<file path="src/rtl/dc_offset_remover_if.sv">
// Sample stream bundle for the DC offset remover.
// The master drives samples in; the slave returns corrected samples and estimate.
interface dc_offset_remover_if #(
  parameter int DATA_W = 16
);
  logic              en;
  logic              din_valid;
  logic [DATA_W-1:0] din;
  logic [DATA_W-1:0] dout;
  logic              dout_valid;
  logic [DATA_W-1:0] dc_est;
  logic              est_valid;
  logic              est_strobe;
  logic              sat_flag;

  modport master (
    output en, din, din_valid,
    input  dout, dout_valid, dc_est,
    input  est_valid, est_strobe, sat_flag
  );

  modport slave (
    input  en, din, din_valid,
    output dout, dout_valid, dc_est,
    output est_valid, est_strobe, sat_flag
  );
endinterface

</file>
<file path="src/rtl/dc_offset_remover.sv">
// Block-mean DC estimator with saturating subtraction.
// The estimate refreshes every 2^LOG2_N accepted samples.
module dc_offset_remover #(
  parameter int DATA_W = 16,
  parameter int LOG2_N = 10,
  parameter int ACC_W  = 32
) (
  input logic clk,
  input logic rst,
  dc_offset_remover_if.slave bus
);
  logic              acc_en;
  logic              last;
  logic [ACC_W-1:0]  acc;
  logic [ACC_W-1:0]  din_ext;
  logic [ACC_W-1:0]  sum;
  logic [LOG2_N-1:0] cnt;
  logic [DATA_W-1:0] est_q;
  logic [DATA_W-1:0] est_next;
  logic [DATA_W:0]   diff;
  logic              ovf;
  logic [DATA_W-1:0] clamped;
  logic [DATA_W-1:0] dout_q;
  logic              dout_valid_q;
  logic              est_valid_q;
  logic              est_strobe_q;
  logic              sat_q;

  assign acc_en  = bus.en & bus.din_valid;
  assign last    = &cnt;
  assign din_ext = {{(ACC_W-DATA_W){bus.din[DATA_W-1]}}, bus.din};
  assign sum     = acc + din_ext;
  // Taking bits above LOG2_N is the floored arithmetic shift, truncated.
  assign est_next = sum[LOG2_N +: DATA_W];

  assign diff = {bus.din[DATA_W-1], bus.din}
              - {est_q[DATA_W-1], est_q};
  assign ovf  = diff[DATA_W] ^ diff[DATA_W-1];

  always_comb begin
    clamped = diff[DATA_W-1:0];
    if (ovf) begin
      clamped = diff[DATA_W]
        ? {1'b1, {(DATA_W-1){1'b0}}}
        : {1'b0, {(DATA_W-1){1'b1}}};
    end
  end

  always_ff @(posedge clk or posedge rst) begin
    if (rst) begin
      acc          <= '0;
      cnt          <= '0;
      est_q        <= '0;
      dout_q       <= '0;
      dout_valid_q <= 1'b0;
      est_valid_q  <= 1'b0;
      est_strobe_q <= 1'b0;
      sat_q        <= 1'b0;
    end else begin
      est_strobe_q <= 1'b0;
      dout_valid_q <= 1'b0;
      sat_q        <= 1'b0;
      if (acc_en) begin
        dout_q       <= clamped;
        sat_q        <= ovf;
        dout_valid_q <= 1'b1;
        cnt          <= cnt + 1'b1;
        if (last) begin
          acc          <= '0;
          est_q        <= est_next;
          est_valid_q  <= 1'b1;
          est_strobe_q <= 1'b1;
        end else begin
          acc <= sum;
        end
      end
    end
  end

  assign bus.dout       = dout_q;
  assign bus.dout_valid = dout_valid_q;
  assign bus.dc_est     = est_q;
  assign bus.est_valid  = est_valid_q;
  assign bus.est_strobe = est_strobe_q;
  assign bus.sat_flag   = sat_q;
endmodule

</file>
<file path="src/flat_wrapper.sv">
// flat-port wrapper written by rule: the top's interface ports become plain ports
module dc_offset_remover_flat 
#(
  parameter int DATA_W = 16,
  parameter int LOG2_N = 10,
  parameter int ACC_W  = 32
)
  (clk, rst, bus_en, bus_din, bus_din_valid, bus_dout, bus_dout_valid, bus_dc_est, bus_est_valid, bus_est_strobe, bus_sat_flag);
  dc_offset_remover_if #(.DATA_W(DATA_W)) bus_i ();
  input logic clk;
  input logic rst;
  input wire logic [$bits(bus_i.en)-1:0] bus_en;
  input wire logic [$bits(bus_i.din)-1:0] bus_din;
  input wire logic [$bits(bus_i.din_valid)-1:0] bus_din_valid;
  output wire logic [$bits(bus_i.dout)-1:0] bus_dout;
  output wire logic [$bits(bus_i.dout_valid)-1:0] bus_dout_valid;
  output wire logic [$bits(bus_i.dc_est)-1:0] bus_dc_est;
  output wire logic [$bits(bus_i.est_valid)-1:0] bus_est_valid;
  output wire logic [$bits(bus_i.est_strobe)-1:0] bus_est_strobe;
  output wire logic [$bits(bus_i.sat_flag)-1:0] bus_sat_flag;
  assign bus_i.en = bus_en;
  assign bus_i.din = bus_din;
  assign bus_i.din_valid = bus_din_valid;
  assign bus_dout = bus_i.dout;
  assign bus_dout_valid = bus_i.dout_valid;
  assign bus_dc_est = bus_i.dc_est;
  assign bus_est_valid = bus_i.est_valid;
  assign bus_est_strobe = bus_i.est_strobe;
  assign bus_sat_flag = bus_i.sat_flag;
  dc_offset_remover #(.DATA_W(DATA_W), .LOG2_N(LOG2_N), .ACC_W(ACC_W)) u_core (.clk(clk), .rst(rst), .bus(bus_i));
endmodule
</file>
<file path="config.mk">
export PLATFORM = sky130hd
export DESIGN_NAME = dc_offset_remover_flat
export DESIGN_NICKNAME = d
export VERILOG_FILES = /design/src/rtl/dc_offset_remover_if.sv /design/src/rtl/dc_offset_remover.sv /design/src/flat_wrapper.sv
export SDC_FILE = /design/constraint.sdc
export NUM_CORES = 1
export LEC_CHECK = 0
export CAP_MARGIN = 30
export CORE_ASPECT_RATIO = 0.5
export CORE_MARGIN = 4
export CORE_UTILIZATION = 50
export DETAILED_ROUTE_END_ITERATION = 16
export HOLD_SLACK_MARGIN = 0.1
export PLACE_DENSITY = 0.8
export SLEW_MARGIN = 0
export SYNTH_ARGS = -nofsm -noshare
export SYNTH_HDL_FRONTEND = slang
export SYNTH_SLANG_ARGS = --single-unit
</file>
<file path="constraint.sdc">
create_clock -name clk -period 3.6 [get_ports clk]
set_input_delay 0.9 -clock clk [delete_from_list [all_inputs] [get_ports clk]]
set_output_delay 0.9 -clock clk [all_outputs]
set_load 0.01 [all_outputs]
</file>
=== Yosys cells after proc, flatten, opt, wreduce, memory -nomap -nowiden ===
Cells that the tools add are included.

* Logic and storage cells: 22
* Register bits: 78

* Reduce and logical (&&, ||, !) cells: 2
* Multiplexer cells: 7
* Bitwise logic cells: 2
* Add/sub/neg operators: 3

{| class="wikitable"
|+ Operator list
! cell !! count
|-
| adder 32 bit || 1
|-
| two-way mux 16 bit || 2
|-
| two-way mux 32 bit || 1
|-
| subtractor 16 x 16 -> 17 bit || 1
|-
| AND reduction 11 bit || 1
|-
| adder 10 x 1 -> 10 bit, second input constant || 1
|-
| AND reduction 10 bit || 1
|-
| two-way mux 1 bit || 4
|-
| bitwise AND 1 bit || 1
|-
| bitwise XOR 1 bit || 1
|}

=== Depth between registers and ports, before layout ===
* Depth after elaboration: 3
* Gate-level depth with buffers: 13
* Gate-level depth less buffers: 12

=== Least setup slack after synthesis ===
OpenSTA, ideal clock, no wires.

* Kind: input to register
* From: in bus_din[0]
* To: reg u_core.est_q[14], in the netlist u_core.bus.dc_est[14]
* Buffers on the path: 0
* Slack: 478 ps
* Required time: 3475 ps
* Stages: 11
* Setup time: 125 ps
* Arrival: 2997 ps
* Cells stage by stage: ha_1 -> inv_1 -> fa_1 -> nor2b_1 -> o2111ai_2 -> a211oi_2 -> o31ai_4 -> nor3_1 -> a31oi_1 -> xnor2_1 -> mux2_2

* Cells in the longest elaborated chain, start to end: 1

{| class="wikitable"
|+ RTL lines
! what !! RTL line !! text
|-
| start: declaration || flat_wrapper.sv:13 || <nowiki>input wire logic [$bits(bus_i.din)-1:0] bus_din;</nowiki>
|-
| adder 32 bit || dc_offset_remover.sv:32 || <nowiki>assign sum = acc + din_ext;</nowiki>
|-
| end signal: assignment || dc_offset_remover.sv:70 || <nowiki>est_q <= est_next;</nowiki>
|-
| end: declaration || dc_offset_remover.sv:18 || <nowiki>logic [DATA_W-1:0] est_q;</nowiki>
|}

No other way between the ends.
A chain may end at the register's enable or synchronous reset.

=== Final worst setup path ===
* From: in bus_din[6]
* To: reg u_core.dout_q[7], in the netlist u_core.bus.dout[7]

* Cells in the longest elaborated chain, start to end: 3

{| class="wikitable"
|+ RTL lines
! what !! RTL line !! text
|-
| subtractor 16 x 16 -> 17 bit (*) || dc_offset_remover.sv:37 || <nowiki>- {est_q[DATA_W-1], est_q};</nowiki>
|-
| two-way mux 16 bit or bitwise XOR 1 bit (tied branches) || dc_offset_remover.sv:44, dc_offset_remover.sv:38 ||
|-
| two-way mux 16 bit (*) || dc_offset_remover.sv:42 || <nowiki>if (ovf) begin</nowiki>
|-
| end signal: assignment || dc_offset_remover.sv:64 || <nowiki>dout_q <= clamped;</nowiki>
|-
| end: declaration || dc_offset_remover.sv:23 || <nowiki>logic [DATA_W-1:0] dout_q;</nowiki>
|}

Mark *: on every way between the ends. The rest lies on a longest branch, timed or not.

==> flow_summary.toml <==
[clock_network]
cts_tree = "yes"
cts_setup_buffers = 0
clock_tree.htree_level_count = 3
cts_root_buf = "sky130_fd_sc_hd__clkbuf_16"
clkSlewWorstSetupHoldPaths_ns = 0.06
cts.sink_count = 72
cts-root-to-sink-buffers = 2
number_of_cts_inserted_buffers = 9
clock_insertion_delay_worst_skew_ns = 0.35

[cells_and_area]
num_antenna_cells = 0
area_delta_synth_final_pct = 23.5
final_nets = 692
final_cells = 768
share_of_layout_cells_above_drive_strength_1 = 0.117

[timing]
tightestPinTransition_ns = 0.659
layout_min_cycle_time_ns = 3.40
number_of_endpoints_failing_setup_at_the_final_stage = 0
maxClockFrequency_mhz = 294
totalNegativeSetupSlack_ns = 0
maxSlewHeadroom = 0.560
clock_skew_ns = 0.00603
final-max-slew-violation-count = 0
hold_violations = 0
rsz_0062_raised_after_global_routing = "no"
final.period_utilization = 0.943

[synthesis]
synthTopCellsByCount = "sky130_fd_sc_hd__dfrtp_1, sky130_fd_sc_hd__nand2_1, sky130_fd_sc_hd__o21ai_0"
synth_seq_cells = 72
synthesis.area_um2 = 5000
async_reset_ff_frac = 1.00
synth_seq_area_share = 0.360
dominantRegCellSynth = "sky130_fd_sc_hd__dfrtp_1"
netlist_top_cells_area = "sky130_fd_sc_hd__dfrtp_1, sky130_fd_sc_hd__ha_1, sky130_fd_sc_hd__nand2_1, sky130_fd_sc_hd__o21ai_0, sky130_fd_sc_hd__xnor2_1"
synth_nets = 615
netlist-cell-type-count = 55
yosys.area.top_type_share = 0.360
count_of_flip_flops_with_a_built_in_enable_after_synthesis = 0
yosysWarningCount = 0
synthMostInstantiatedCell = "sky130_fd_sc_hd__dfrtp_1"
syn_inst = 551
syn_area_per_cell_um2 = 9.08
yosysTopAreaCell = "sky130_fd_sc_hd__dfrtp_1"

[global_routing]
grt_first_pass_wirelength_mm = 21.3
grt-ovfl-total = 0
grt_antenna_before_repair = 0
grt_util_all_layers = 0.229
grt_max_degree = 53
grt_pass1_vias = 4311

[setup_path]
worst-path-max-fanout = 7
cpMaxStageDelayCell = "sky130_fd_sc_hd__clkdlybuf4s50_1"
path_cells = "clkdlybuf4s50_1 -> ha_1 -> a21oi_1 -> nand2_1 -> o211ai_1 -> o31ai_1 -> nand4b_1 -> nor2_1 -> a21oi_1 -> o21ai_0"
worstPathArrival_ns = 3.65
crit_buf_inv = 1
startpoint_type = "input pin"
worst_path_most_repeated_cell = "sky130_fd_sc_hd__a21oi_1"
critical_path.top_delay_family = "compound AO/OA/AOI/OAI gates"
end_kind = "register"
data_required_time_of_the_critical_path_ns = 3.86
classification_of_the_worst_setup_path = "in2reg"
worst_path_largest_cell_delay_ns = 0.45

[route]
overall_routed_net_length_mm = 13.0
drt_iter0_markers = 333
routed_wire_length_per_instance_um = 16.9
vias = 4402
drt_drc_violations_left = 0
avgViaCountPerCell = 5.73
firstDrtPassIters = 4
drt.antenna.violating_nets = 0

[power_and_ir_drop]
leakage_power_nw = 2.81
power-per-cell-area_nw_per_um2 = 645
power.ir.vdd_worst_uv = 288

[run]
cap_viol_max_count = 0

[floorplan]
die_height_um = 78.7
std_cell_rows = 25
floorplan.initialDensity = 0.521
die_area_um2 = 11800
coreArea_um2 = 9600
floorplan.die.width_um = 149
pin_count = 56

[placement]
placedCellCount = 752
numPortBuffers = 55
place.gp.congestion = 0.906
detailedPlacementHpwl_mm = 9.54

[worst_hold_path]
worstHoldPathType = "reg2reg"

[run_status]
run_status = "finished, final reports clean"
## final timing paths
check	startpoint	to	slack [ns]	cells after the start
worst max-delay path	bus_din[6]	u_core.bus.dout[7]	0.20	10
worst min-delay path	u_core.bus.est_valid	u_core.bus.est_valid	0.46	1
worst max register to register	u_core.bus.dc_est[6]	u_core.bus.dout[7]	0.74	10
worst min register to register	u_core.bus.est_valid	u_core.bus.est_valid	0.46	1
max in group asynchronous	rst	u_core.acc[7]	1.97	3
min in group asynchronous	rst	u_core.bus.dout[8]	0.96	2
## worst register-to-register path, delay by kind of cell, from the launching register on
family	cells	cell delay [ns]
compound gates	5	1.16
fa+ha+maj	1	0.32
buf+inv	1	0.15
flops	1	0.37
simple gates	3	0.78
## layout by cell type (no fill, tap or decap), types with 2 or more instances in the layout
master | synthesis | final
sky130_fd_sc_hd__buf_12 | 0 | 2
sky130_fd_sc_hd__and3_1 | 3 | 3
sky130_fd_sc_hd__clkbuf_16 | 0 | 9
sky130_fd_sc_hd__clkdlybuf4s50_1 | 0 | 55
sky130_fd_sc_hd__xor2_1 | 21 | 21
sky130_fd_sc_hd__a2111oi_0 | 2 | 2
sky130_fd_sc_hd__nand2b_1 | 9 | 9
sky130_fd_sc_hd__o21a_1 | 7 | 7
sky130_fd_sc_hd__inv_1 | 27 | 26
sky130_fd_sc_hd__a211oi_2 | 2 | 2
sky130_fd_sc_hd__o21ai_0 | 46 | 46
sky130_fd_sc_hd__maj3_1 | 9 | 9
sky130_fd_sc_hd__nor3_1 | 8 | 7
sky130_fd_sc_hd__clkinvlp_4 | 0 | 2
sky130_fd_sc_hd__ha_1 | 42 | 42
sky130_fd_sc_hd__nor2b_1 | 10 | 10
sky130_fd_sc_hd__o211ai_1 | 5 | 5
sky130_fd_sc_hd__and4_1 | 3 | 3
sky130_fd_sc_hd__a22o_1 | 16 | 16
sky130_fd_sc_hd__o21ai_1 | 5 | 5
sky130_fd_sc_hd__a211oi_1 | 3 | 3
sky130_fd_sc_hd__fa_1 | 2 | 2
sky130_fd_sc_hd__a31oi_1 | 4 | 4
sky130_fd_sc_hd__nor2_1 | 33 | 32
sky130_fd_sc_hd__a21oi_1 | 35 | 35
sky130_fd_sc_hd__nand2_1 | 68 | 68
sky130_fd_sc_hd__buf_4 | 0 | 33
sky130_fd_sc_hd__dfrtp_1 | 72 | 72
sky130_fd_sc_hd__nand3_1 | 12 | 12
sky130_fd_sc_hd__xnor2_1 | 23 | 23
sky130_fd_sc_hd__inv_6 | 0 | 4
sky130_fd_sc_hd__mux2_2 | 8 | 8
sky130_fd_sc_hd__nand4_1 | 8 | 8
sky130_fd_sc_hd__or3_1 | 2 | 2
sky130_fd_sc_hd__nor4_1 | 2 | 2
sky130_fd_sc_hd__a21o_1 | 17 | 17
sky130_fd_sc_hd__o22ai_1 | 3 | 3
## report_power, final
group | total, mW | internal (mW) | switching [mW] | leakage, nW
Combinational | 1.96 | 0.903 | 1.06 | 1.78
Sequential | 1.15 | 1.01 | 0.139 | 0.893
Clock | 0.872 | 0.481 | 0.391 | 0.135
## cell type report
cell class,count,area [um2]
fill,782,3430
multi-input combinational,428,2980
sequential,72,1800
timing repair buffer,90,838
clock buffer,9,225
tap,135,169
inverter,27,101
clock inverter,7,61.3
## through the flow
step           worst slack, ns   util  instance area [um2]  hold slack [ns]  total power, mW
2_1_floorplan            0.478      -                 5000            0.434             2.52
3_3_place_gp            -0.216  0.613                 5880            0.452             3.01
3_5_place_dp            -0.222  0.613                 5880            0.455             3.08
4_1_cts                  0.120  0.643                 6170            0.469             3.98
5_1_grt                 0.0157  0.643                 6180            0.486             4.26
6_report                 0.204  0.643                 6180            0.463             3.98
## kinds of logic (layout without fill, tap and decap cells)
| group | after synthesis | count (layout) | synth area share |
|---|---|---|---|
| AO/OA/AOI/OAI | 158 | 158 | 0.208 |
| XOR/XNOR | 45 | 45 | 0.0803 |
| adder cells (fa/ha/maj) | 53 | 53 | 0.131 |
| buffers and inverters | 51 | 133 | 0.0458 |
| flip-flops | 72 | 72 | 0.360 |
| multiplexers | 8 | 8 | 0.0180 |
| AND/OR/NAND/NOR | 164 | 164 | 0.157 |
## flip-flops by register name, summed over array words and instances (netlist names)
name,flops
u_core.acc,26
u_core.bus.dc_est,16
u_core.bus.dout,16
u_core.cnt,10
u_core.bus.dout_valid,1
u_core.bus.est_strobe,1
u_core.bus.est_valid,1
u_core.bus.sat_flag,1
## layer usage
layer | track usage | up-vias | wire length (um) | part of all wire
li1 | - | 2128 | - | -
met1 | 0.299 | 2103 | 5760 | 0.44
met2 | 0.378 | 140 | 6160 | 0.48
met3 | 0.0496 | 31 | 708 | 0.055
met4 | 0.0822 | 0 | 341 | 0.026
met5 | 0 | - | 0 | 0
## timing repair
item | CTS | global route
hold buffers | 0 | 0
setup endpoints to repair | 0 | 2
gates resized for setup | 0 | 1
(Power assumes the default switching activity.)
